===== src/rtl/kernel_pkg.sv =====
// Shared definitions for the 3x3 kernel filter: mode codes, tap positions
// and the clamp helpers used when normalising a channel result.
package kernel_pkg;

   typedef enum logic [2:0] {
      MODE_PASS  = 3'd0,
      MODE_BOX   = 3'd1,
      MODE_SOBX  = 3'd2,
      MODE_SOBY  = 3'd3,
      MODE_SHARP = 3'd4,
      MODE_DIFF  = 3'd5,
      MODE_RSV6  = 3'd6,
      MODE_RSV7  = 3'd7
   } mode_e;

   localparam int N_TAPS = 9;

   // Row-major tap positions, k=0 top-left, k=4 centre.
   localparam int TAP_TL = 0;
   localparam int TAP_T  = 1;
   localparam int TAP_TR = 2;
   localparam int TAP_L  = 3;
   localparam int TAP_C  = 4;
   localparam int TAP_R  = 5;
   localparam int TAP_BL = 6;
   localparam int TAP_B  = 7;
   localparam int TAP_BR = 8;

   // Headroom bits above CH_W carried by the S1 sums.
   localparam int SUM_XW = 4;

   function automatic int sat_val(input int x, input int max_v);
      if (x < 0)
         return 0;
      else if (x > max_v)
         return max_v;
      else
         return x;
   endfunction

   function automatic logic sat_flag(input int x, input int max_v);
      return (x < 0) || (x > max_v);
   endfunction

   function automatic int abs_int(input int x);
      return (x < 0) ? -x : x;
   endfunction

endpackage


===== src/rtl/kernel_filter_pipe_chan.sv =====
// One colour channel of the kernel engine: S1 forms the signed kernel sum,
// S2 normalises it (divide, abs, clamp) into a CH_W pixel plus clamp flag.
module kernel_chan
   import kernel_pkg::*;
#(
   parameter int CH_W = 8
) (
   input  logic                   clk,
   input  logic                   rst,
   input  logic                   i_en,
   input  mode_e                  i_mode,
   input  mode_e                  i_s1_mode,
   input  logic [N_TAPS*CH_W-1:0] i_taps,
   output logic [CH_W-1:0]        o_pix,
   output logic                   o_clamp
);

   localparam int SUM_W = CH_W + SUM_XW;
   localparam int MAX_V = (1 << CH_W) - 1;

   logic signed [SUM_W-1:0] w_tap [N_TAPS];
   logic signed [SUM_W-1:0] w_sum;
   logic signed [SUM_W-1:0] r_sum;
   logic [CH_W-1:0]         w_box;
   int                      w_raw;
   int                      w_abs;
   logic [CH_W-1:0]         w_pix;
   logic                    w_clamp;
   logic [CH_W-1:0]         r_pix;
   logic                    r_clamp;

   generate
      for (genvar gi = 0; gi < N_TAPS; gi++) begin : g_tap
         assign w_tap[gi] = $signed({{SUM_XW{1'b0}}, i_taps[gi*CH_W +: CH_W]});
      end
   endgenerate

   always_comb begin
      w_sum = '0;
      case (i_mode)
         MODE_PASS:  w_sum = w_tap[TAP_C];
         MODE_BOX: begin
            for (int k = 0; k < N_TAPS; k++)
               w_sum = w_sum + w_tap[k];
         end
         MODE_SOBX:  w_sum = (w_tap[TAP_TL] + (w_tap[TAP_L] <<< 1) + w_tap[TAP_BL])
                           - (w_tap[TAP_TR] + (w_tap[TAP_R] <<< 1) + w_tap[TAP_BR]);
         MODE_SOBY:  w_sum = (w_tap[TAP_TL] + (w_tap[TAP_T] <<< 1) + w_tap[TAP_TR])
                           - (w_tap[TAP_BL] + (w_tap[TAP_B] <<< 1) + w_tap[TAP_BR]);
         MODE_SHARP: w_sum = (w_tap[TAP_C] <<< 2) + w_tap[TAP_C]
                           - w_tap[TAP_T] - w_tap[TAP_L] - w_tap[TAP_R] - w_tap[TAP_B];
         MODE_DIFF:  w_sum = w_tap[TAP_BL] - w_tap[TAP_BR];
         default:    w_sum = '0;
      endcase
   end

   // The box sum (up to 9*M) only fits as unsigned, so it is reinterpreted here.
   always_comb begin
      w_box   = CH_W'($unsigned(r_sum) / SUM_W'(9));
      w_raw   = int'(r_sum);
      w_abs   = abs_int(w_raw);
      w_pix   = '0;
      w_clamp = 1'b0;
      case (i_s1_mode)
         MODE_PASS:  w_pix = r_sum[CH_W-1:0];
         MODE_BOX:   w_pix = w_box;
         MODE_SOBX, MODE_SOBY, MODE_DIFF: begin
            w_pix   = CH_W'(sat_val(w_abs, MAX_V));
            w_clamp = sat_flag(w_abs, MAX_V);
         end
         MODE_SHARP: begin
            w_pix   = CH_W'(sat_val(w_raw, MAX_V));
            w_clamp = sat_flag(w_raw, MAX_V);
         end
         default:    w_clamp = 1'b1;
      endcase
   end

   always_ff @(posedge clk or posedge rst) begin
      if (rst) begin
         r_sum   <= '0;
         r_pix   <= '0;
         r_clamp <= 1'b0;
      end else if (i_en) begin
         r_sum   <= w_sum;
         r_pix   <= w_pix;
         r_clamp <= w_clamp;
      end
   end

   assign o_pix   = r_pix;
   assign o_clamp = r_clamp;

endmodule


===== src/rtl/kernel_filter_pipe.sv =====
// Two-stage 3x3 kernel engine over a valid/ready stream with per-beat mode
// capture, saturation reporting and a sticky saturation event counter.
module kernel_filter_pipe
   import kernel_pkg::*;
#(
   parameter int CH_W  = 8,
   parameter int N_CH  = 3,
   parameter int CNT_W = 16
) (
   input  logic                          clk,
   input  logic                          rst,
   input  logic [2:0]                    mode,
   input  logic                          in_valid,
   output logic                          in_ready,
   input  logic [N_TAPS*N_CH*CH_W-1:0]   window,
   output logic                          out_valid,
   input  logic                          out_ready,
   output logic [N_CH*CH_W-1:0]          pixel_out,
   output logic                          out_sat,
   output logic [CNT_W-1:0]              sat_cnt,
   input  logic                          clr_cnt
);

   logic             w_en;
   logic             w_xfer;
   logic [N_CH-1:0]  w_clamp;
   logic             r_s1_valid;
   logic             r_s2_valid;
   mode_e            r_s1_mode;
   logic [CNT_W-1:0] r_sat_cnt;

   // A single enable stalls the whole pipe, so at most two beats are held.
   assign w_en      = out_ready | ~r_s2_valid;
   assign in_ready  = w_en;
   assign out_valid = r_s2_valid;
   assign out_sat   = |w_clamp;
   assign w_xfer    = r_s2_valid & out_ready;
   assign sat_cnt   = r_sat_cnt;

   generate
      for (genvar gi = 0; gi < N_CH; gi++) begin : g_ch
         logic [N_TAPS*CH_W-1:0] w_taps;
         for (genvar gk = 0; gk < N_TAPS; gk++) begin : g_tap
            assign w_taps[gk*CH_W +: CH_W] = window[(gk*N_CH + gi)*CH_W +: CH_W];
         end
         kernel_chan #(
            .CH_W(CH_W)
         ) u_chan (
            .clk      (clk),
            .rst      (rst),
            .i_en     (w_en),
            .i_mode   (mode_e'(mode)),
            .i_s1_mode(r_s1_mode),
            .i_taps   (w_taps),
            .o_pix    (pixel_out[gi*CH_W +: CH_W]),
            .o_clamp  (w_clamp[gi])
         );
      end
   endgenerate

   always_ff @(posedge clk or posedge rst) begin
      if (rst) begin
         r_s1_valid <= 1'b0;
         r_s2_valid <= 1'b0;
         r_s1_mode  <= MODE_PASS;
      end else if (w_en) begin
         r_s1_valid <= in_valid;
         r_s2_valid <= r_s1_valid;
         r_s1_mode  <= mode_e'(mode);
      end
   end

   always_ff @(posedge clk or posedge rst) begin
      if (rst)
         r_sat_cnt <= '0;
      else if (clr_cnt)
         r_sat_cnt <= '0;
      else if (w_xfer && out_sat && (r_sat_cnt != '1))
         r_sat_cnt <= r_sat_cnt + CNT_W'(1);
   end

endmodule


===== config.mk =====
export PLATFORM = sky130hd
export DESIGN_NAME = kernel_filter_pipe
export DESIGN_NICKNAME = d
export VERILOG_FILES = /design/src/rtl/kernel_pkg.sv /design/src/rtl/kernel_filter_pipe_chan.sv /design/src/rtl/kernel_filter_pipe.sv
export SDC_FILE = /design/constraint.sdc
export NUM_CORES = 2
export LEC_CHECK = 0
export ABC_AREA = 1
export CORE_MARGIN = 2
export CORE_UTILIZATION = 54
export DETAILED_ROUTE_END_ITERATION = 8
export PLACE_DENSITY = 0.77
export SYNTH_ARGS = -nofsm -noshare
export SYNTH_HDL_FRONTEND = slang
export SYNTH_HIERARCHICAL = 1
export SYNTH_SLANG_ARGS = --single-unit

===== constraint.sdc =====
create_clock -name clk -period 4.3 [get_ports clk]
set_clock_uncertainty 0.15 [all_clocks]
set_input_delay 0.645 -clock clk [delete_from_list [all_inputs] [get_ports clk]]
set_output_delay 0.645 -clock clk [all_outputs]
set_load 0.02 [all_outputs]

Word-level counts from Yosys, hierarchy flattened
Cells that the tools add are included.
{"block": "word_totals", "n_memories": 0, "output_inout_bits": 43, "word_cells": 158, "in_bits": 224, "latch_bits": 0, "ram_bits": 0, "rom_bits": 0, "ff_bits": 84}
{"block": "op_classes", "n_eq_ne": 11, "div_mod_pow": 3, "add_sub_neg": 76, "mul": 0, "order_cmp": 12, "n_reduce_logical": 14, "n_bitwise": 3, "shift": 0, "n_mux": 26}
{"cell": "$add 12x9->12", "count": 33}
{"cell": "$pmux 12 s6", "count": 3}
{"cell": "$sub 12x9->12", "count": 12}
{"cell": "$add 8x9->10", "count": 12}
{"cell": "$gt 32x9->1 const B", "count": 3}
{"cell": "$lt 32x1->1 const B", "count": 3}
{"cell": "$mux 32", "count": 3}
{"cell": "$mux 8", "count": 12}
{"cell": "$neg 12->32", "count": 3}
{"cell": "$pmux 8 s4", "count": 3}
{"cell": "$sub 12x12->12", "count": 6}
{"cell": "$div 12x4->12 const B", "count": 3}
{"cell": "$gt 12x9->1 const B", "count": 3}
{"cell": "$lt 12x1->1 const B", "count": 3}
{"cell": "$add 10x8->11", "count": 3}
{"cell": "$mux 16", "count": 2}
{"cell": "$add 8x8->9", "count": 3}
{"cell": "$sub 8x8->9", "count": 3}
{"cell": "$add 16x1->16 const B", "count": 1}
{"cell": "$ne 16x16->1 const B", "count": 1}
{"cell": "$eq 3x2->1 const B", "count": 4}
{"cell": "$eq 3x3->1 const B", "count": 4}
{"cell": "$pmux 1 s3", "count": 3}
{"cell": "$eq 3x1->1 const B", "count": 2}
{"cell": "other kinds (9)", "count": 17}

Logic depth before layout (Yosys ltp)
{"block": "depth", "word_depth": 9, "mapped_depth": 51, "ltp_nobuf": 51}

Modules after synthesis
Netlist, hierarchy kept.
{"module": "kernel_chan (g_ch[0].u_chan)", "area_per_inst_um2": 7652.3, "seq_area_each_um2": 525.5, "cells_each": 958, "n_inst": 1}
{"module": "kernel_chan (g_ch[2].u_chan)", "area_per_inst_um2": 7572.3, "seq_area_each_um2": 525.5, "cells_each": 926, "n_inst": 1}
{"module": "kernel_chan (g_ch[1].u_chan)", "area_per_inst_um2": 7566.0, "seq_area_each_um2": 525.5, "cells_each": 936, "n_inst": 1}
{"module": "kernel_filter_pipe", "area_per_inst_um2": 1222.4, "seq_area_each_um2": 525.5, "cells_each": 162, "n_inst": 1}

Worst setup path after synthesis
No wires, ideal clock.
{"block": "synth_path", "path_type": "input to register", "from": "input window[81]", "to": "register g_ch[1].u_chan.r_sum[10]", "path_buffers": 0, "setup_ns": 0.134, "setup_slack_ns": -0.596, "t_required_ns": 4.016, "arrival_time_ns": 4.612, "path_stages": 23, "path_cell_list": "inv_1 > fa_1 > inv_1 > fa_1 > inv_1 > fa_1 > inv_1 > fa_1 > ha_1 > fa_1 > inv_1 > o31ai_1 > nand2_1 > inv_1 > nor2_1 > o21bai_1 > a21o_1 > a21oi_1 > nor3_1 > a2111oi_0 > o311ai_0 > nand2_1 > o21ai_0"}
{"block": "synth_via", "elab_chain_len": 7, "word_cells_on_any_way": 13, "classes_between": "12 x add/sub; 1 x mux"}
{"element": "from (decl)", "line_no": "kernel_filter_pipe.sv:15", "rtl": "input logic [N_TAPS*N_CH*CH_W-1:0] window,"}
{"element": "$add 12x9->12 (6 in a row)", "line_no": "kernel_filter_pipe_chan.sv:44", "rtl": "w_sum = w_sum + w_tap[k];"}
{"element": "$pmux 12 s6 (*)", "line_no": "kernel_filter_pipe_chan.sv:40", "rtl": "case (i_mode)"}
{"element": "to (signal assigned)", "line_no": "kernel_filter_pipe_chan.sv:85", "rtl": "r_sum <= w_sum;"}
{"element": "to (decl)", "line_no": "kernel_filter_pipe_chan.sv:23", "rtl": "logic signed [SUM_W-1:0] r_sum;"}
Mark *: on every way between the ends. The rest lies on a longest branch, timed or not.
A chain may end at the register's enable or synchronous reset.

Final worst setup path
{"block": "layout_path", "from": "input window[170]", "to": "register g_ch[0].u_chan.r_sum[10]"}
{"block": "layout_via", "elab_chain_len": 4, "word_cells_on_any_way": 7, "classes_between": "6 x add/sub; 1 x mux"}
{"element": "$add 8x9->10", "line_no": "kernel_filter_pipe_chan.sv:49", "rtl": "- (w_tap[TAP_BL] + (w_tap[TAP_B] <<< 1) + w_tap[TAP_BR]);"}
{"element": "$add 12x9->12", "line_no": "kernel_filter_pipe_chan.sv:49"}
{"element": "$sub 12x12->12", "line_no": "kernel_filter_pipe_chan.sv:49"}
{"element": "$pmux 12 s6 (*)", "line_no": "kernel_filter_pipe_chan.sv:40"}
{"element": "to (signal assigned)", "line_no": "kernel_filter_pipe_chan.sv:85"}
{"element": "to (decl)", "line_no": "kernel_filter_pipe_chan.sv:23"}
Marks and branches as above.

==> metrics.txt <==
Vert. Die Dim=215 um; Worst slew margin=0.373; global-route congestion overflow total=0; cell count after synthesis=2982; Max H-tree Level=3; Post-Layout Inst Area=approximately 0.034 mm2; final critical-path required period=about 4.8 ns; post-synthesis cell area=roughly 0.024 mm2; Synth warnings=6; total track usage=0.330; library cell with the highest instance count after synthesis=sky130_fd_sc_hd__inv_1; top cells by count, synth=612 x sky130_fd_sc_hd__inv_1, 513 x sky130_fd_sc_hd__nand2_1, 441 x sky130_fd_sc_hd__fa_1; FF+latch area=0.00211 mm2; mean instance size in the synthesized netlist=around 8.1 um2; Starting DRT DRC Count=around 1800; worst skew pair latency=around 0.38 ns; Die Footprint=0.0462 mm2; number of detailed-route iterations in the first pass=9; least setup slack across all paths after layout=-0.529 ns; unrepaired setup endpoints after global routing=true; DRC Markers=1; layout overhead on the synthesized area=42.3%; Filler Cells Inserted=~2900; worst endpoint data arrival time=between 4 and 5 ns; Post-synth top flop=sky130_fd_sc_hd__dfrtp_1; area of the core region=between 0.04 and 0.05 mm2; cell type with the highest aggregate area in the netlist=sky130_fd_sc_hd__fa_1; Hold Path Class=flop to flop; final antenna diode count=0; detail-routed via count per cell=~5.5; Least-Margin Pin Slew=roughly 0.94 ns; Worst Setup End Kind=flop; total count of hold-check failures in the final report=0; count of maximum capacitance violations=0; per-cell routed wire length=~18 um; Worst Min Path Start=r_s1_valid$_DFFE_PP0P_; startpoint of the worst-slack reg-to-reg timing path=g_ch[0].u_chan/r_sum[8]$_DFFE_PP0P_; TritonCTS clock tree=done; total via count after detailed routing=roughly 25000; total placed instance area=slightly above 0.03 mm2; final worst-path cycle share=1.12; net total in the final layout=4705; die width=around 210 um; via count of the first global-routing pass=25993; final weighted congestion in routability-driven placement=around 0.95; total of buffers placed on input and output ports=between 200 and 300; Final HPWL DP=61700 um; violations in the final reports=design-rule violations, negative setup slack; number of CTS-inserted buffers=9; dominant cells by area after synthesis=sky130_fd_sc_hd__fa_1 37%, sky130_fd_sc_hd__ha_1 10%, sky130_fd_sc_hd__inv_1 9.6%; quantity of hold-fixing buffers added after cts=0; combined area of the multi-input logic cells=~0.022 mm2; Post-synth EDFFs=0; initial antenna violation count=0; required time at the worst-slack endpoint=4.40 ns; count of unique library cells instantiated by Yosys=59; setup slack after placement=-1.45 ns; total count of max-transition violations in the final report=0; row count=slightly below 80; share of final-layout standard cells stronger than drive strength 1=0.347; first-pass GRT wire length=~120000 um; part of the Yosys area used for sequential elements=0.0875; Critical Path Start=window[170]; highest clock rate=between 200 and 250 MHz; maximum number of pins on one net before global-route repair=29; starting utilization of the core area=0.545; highest fanout seen on the critical path=2; run status=finished with violations; Clock Sink Count=between 80 and 90; Setup CP Type=input pin to flop; asr flop ratio synth=1.00; library cell used as clock root buffer=sky130_fd_sc_hd__clkbuf_16; Critical Path Start Type=input pin; total length of routed wires=~79000 um; final setup violating endpoints=22; maximum buffer depth of the clock tree=2; net count of the mapped netlist=approximately 3800; post-route antenna net violation count=0; share of the synthesized area in the top cell type=0.368; register bit count reported by yosys=between 80 and 90; number of top-level design ports=between 200 and 300; clk slew on worst S/H paths=0.07 ns
==> cells by family after synthesis <==
kind of cell,synth area share
AO/OA/AOI/OAI,0.109
XOR/XNOR,0.0139
adder cells (fa/ha/maj),0.468
buffers and inverters,0.106
flip-flops,0.0875
multiplexers,0.00141
AND/OR/NAND/NOR,0.214
==> routing by layer <==
metal / wire [um] / vias to the layer above / GRT usage
li1: - / 11168 / -
met1: 28400 / 11946 / 0.382
met2: 41000 / 1029 / 0.598
met3: 4510 / 385 / 0.0450
met4: 4850 / 0 / 0.165
met5: 0 / - / 0
==> per-stage QoR <==
step,utilization,hold WS (ns),std cells,setup TNS [ns]
3_3_place_gp,0.708,0.285,4320,-23.71
4_1_cts,0.741,0.309,4418,-7.07
6_report,0.776,0.307,4444,-6.38
2_1_floorplan,-,0.270,2982,-2.74
5_1_grt,0.776,0.350,4444,-11.24
3_5_place_dp,0.708,0.294,4320,-27.80
==> worst paths after layout <==
check | to | slack (ns) | depth (start not counted)
worst max-delay path | g_ch[0].u_chan/r_sum[10]$_DFFE_PP0P_ | -0.53 | 21
worst min-delay path | out_valid$_DFFE_PP0P_ | 0.31 | 2
worst max register to register | g_ch[0].u_chan/o_pix[0]$_DFFE_PP0P_ | -0.36 | 44
worst min register to register | out_valid$_DFFE_PP0P_ | 0.31 | 2
max in group asynchronous | g_ch[0].u_chan/r_sum[11]$_DFFE_PP0P_ | 2.48 | 2
min in group asynchronous | g_ch[1].u_chan/o_pix[4]$_DFFE_PP0P_ | 0.85 | 2
==> critical path, cell delays in order <==
cell and delay (ns):
sky130_fd_sc_hd__buf_6 0.10, sky130_fd_sc_hd__fa_1 0.56, sky130_fd_sc_hd__fa_1 0.45, sky130_fd_sc_hd__fa_2 0.61, sky130_fd_sc_hd__fa_2 0.44, sky130_fd_sc_hd__ha_4 0.19
sky130_fd_sc_hd__fa_2 0.38, sky130_fd_sc_hd__inv_4 0.08, sky130_fd_sc_hd__o31ai_4 0.08, sky130_fd_sc_hd__nand2_1 0.10, sky130_fd_sc_hd__inv_2 0.05, sky130_fd_sc_hd__nor2_2 0.09
sky130_fd_sc_hd__o21bai_1 0.09, sky130_fd_sc_hd__nand2_1 0.12, sky130_fd_sc_hd__nand2_2 0.09, sky130_fd_sc_hd__a21oi_4 0.20, sky130_fd_sc_hd__nor3_4 0.06, sky130_fd_sc_hd__a2111oi_4 0.29
sky130_fd_sc_hd__o311ai_2 0.16, sky130_fd_sc_hd__nand2_1 0.09, sky130_fd_sc_hd__o21ai_1 0.06
==> layout make-up <==
class                      instances  area share
multi-input combinational       2225       0.629
timing repair buffer             878       0.205
inverter                         649      0.0726
sequential                        84      0.0617
tap                              592      0.0217
clock buffer                      10     0.00699
clock inverter                     6     0.00209
==> cells in the final DEF, fill, tap and decap left out, types with 37 or more instances in the layout <==
cell type	instances
sky130_fd_sc_hd__ha_1	161
sky130_fd_sc_hd__nand4_1	41
sky130_fd_sc_hd__o21ai_0	88
sky130_fd_sc_hd__fa_2	61
sky130_fd_sc_hd__buf_4	574
sky130_fd_sc_hd__o21ai_1	48
sky130_fd_sc_hd__buf_6	67
sky130_fd_sc_hd__buf_2	48
sky130_fd_sc_hd__nor2_1	223
sky130_fd_sc_hd__nand2_4	63
sky130_fd_sc_hd__nand2_2	72
sky130_fd_sc_hd__clkdlybuf4s50_1	104
sky130_fd_sc_hd__inv_1	543
sky130_fd_sc_hd__inv_2	83
sky130_fd_sc_hd__nor2_2	61
sky130_fd_sc_hd__nand2_1	450
sky130_fd_sc_hd__dfrtp_1	79
sky130_fd_sc_hd__a21oi_1	77
sky130_fd_sc_hd__nand3_1	81
sky130_fd_sc_hd__fa_1	380
sky130_fd_sc_hd__clkbuf_2	37
==> registers in the layout, summed over array words and instances, names as in the netlist <==
name                 flops
r_s1_mode                3
g_ch.u_chan/r_sum       36
g_ch.u_chan/o_clamp      3
g_ch.u_chan/o_pix       24
sat_cnt                 16
r_s1_valid               1
out_valid                1
==> what timing repair did <==
item / CTS / global route
endpoints found under the setup margin: 33 / 31
pin swaps: 282 / 397
gates cloned: 0 / 0
setup buffers: 105 / 59
resized for setup: 713 / 480
hold endpoints to repair: 0 / 0
Power is not shown: default switching activity piles up to over one toggle a cycle in this logic, so the estimate is an artifact.
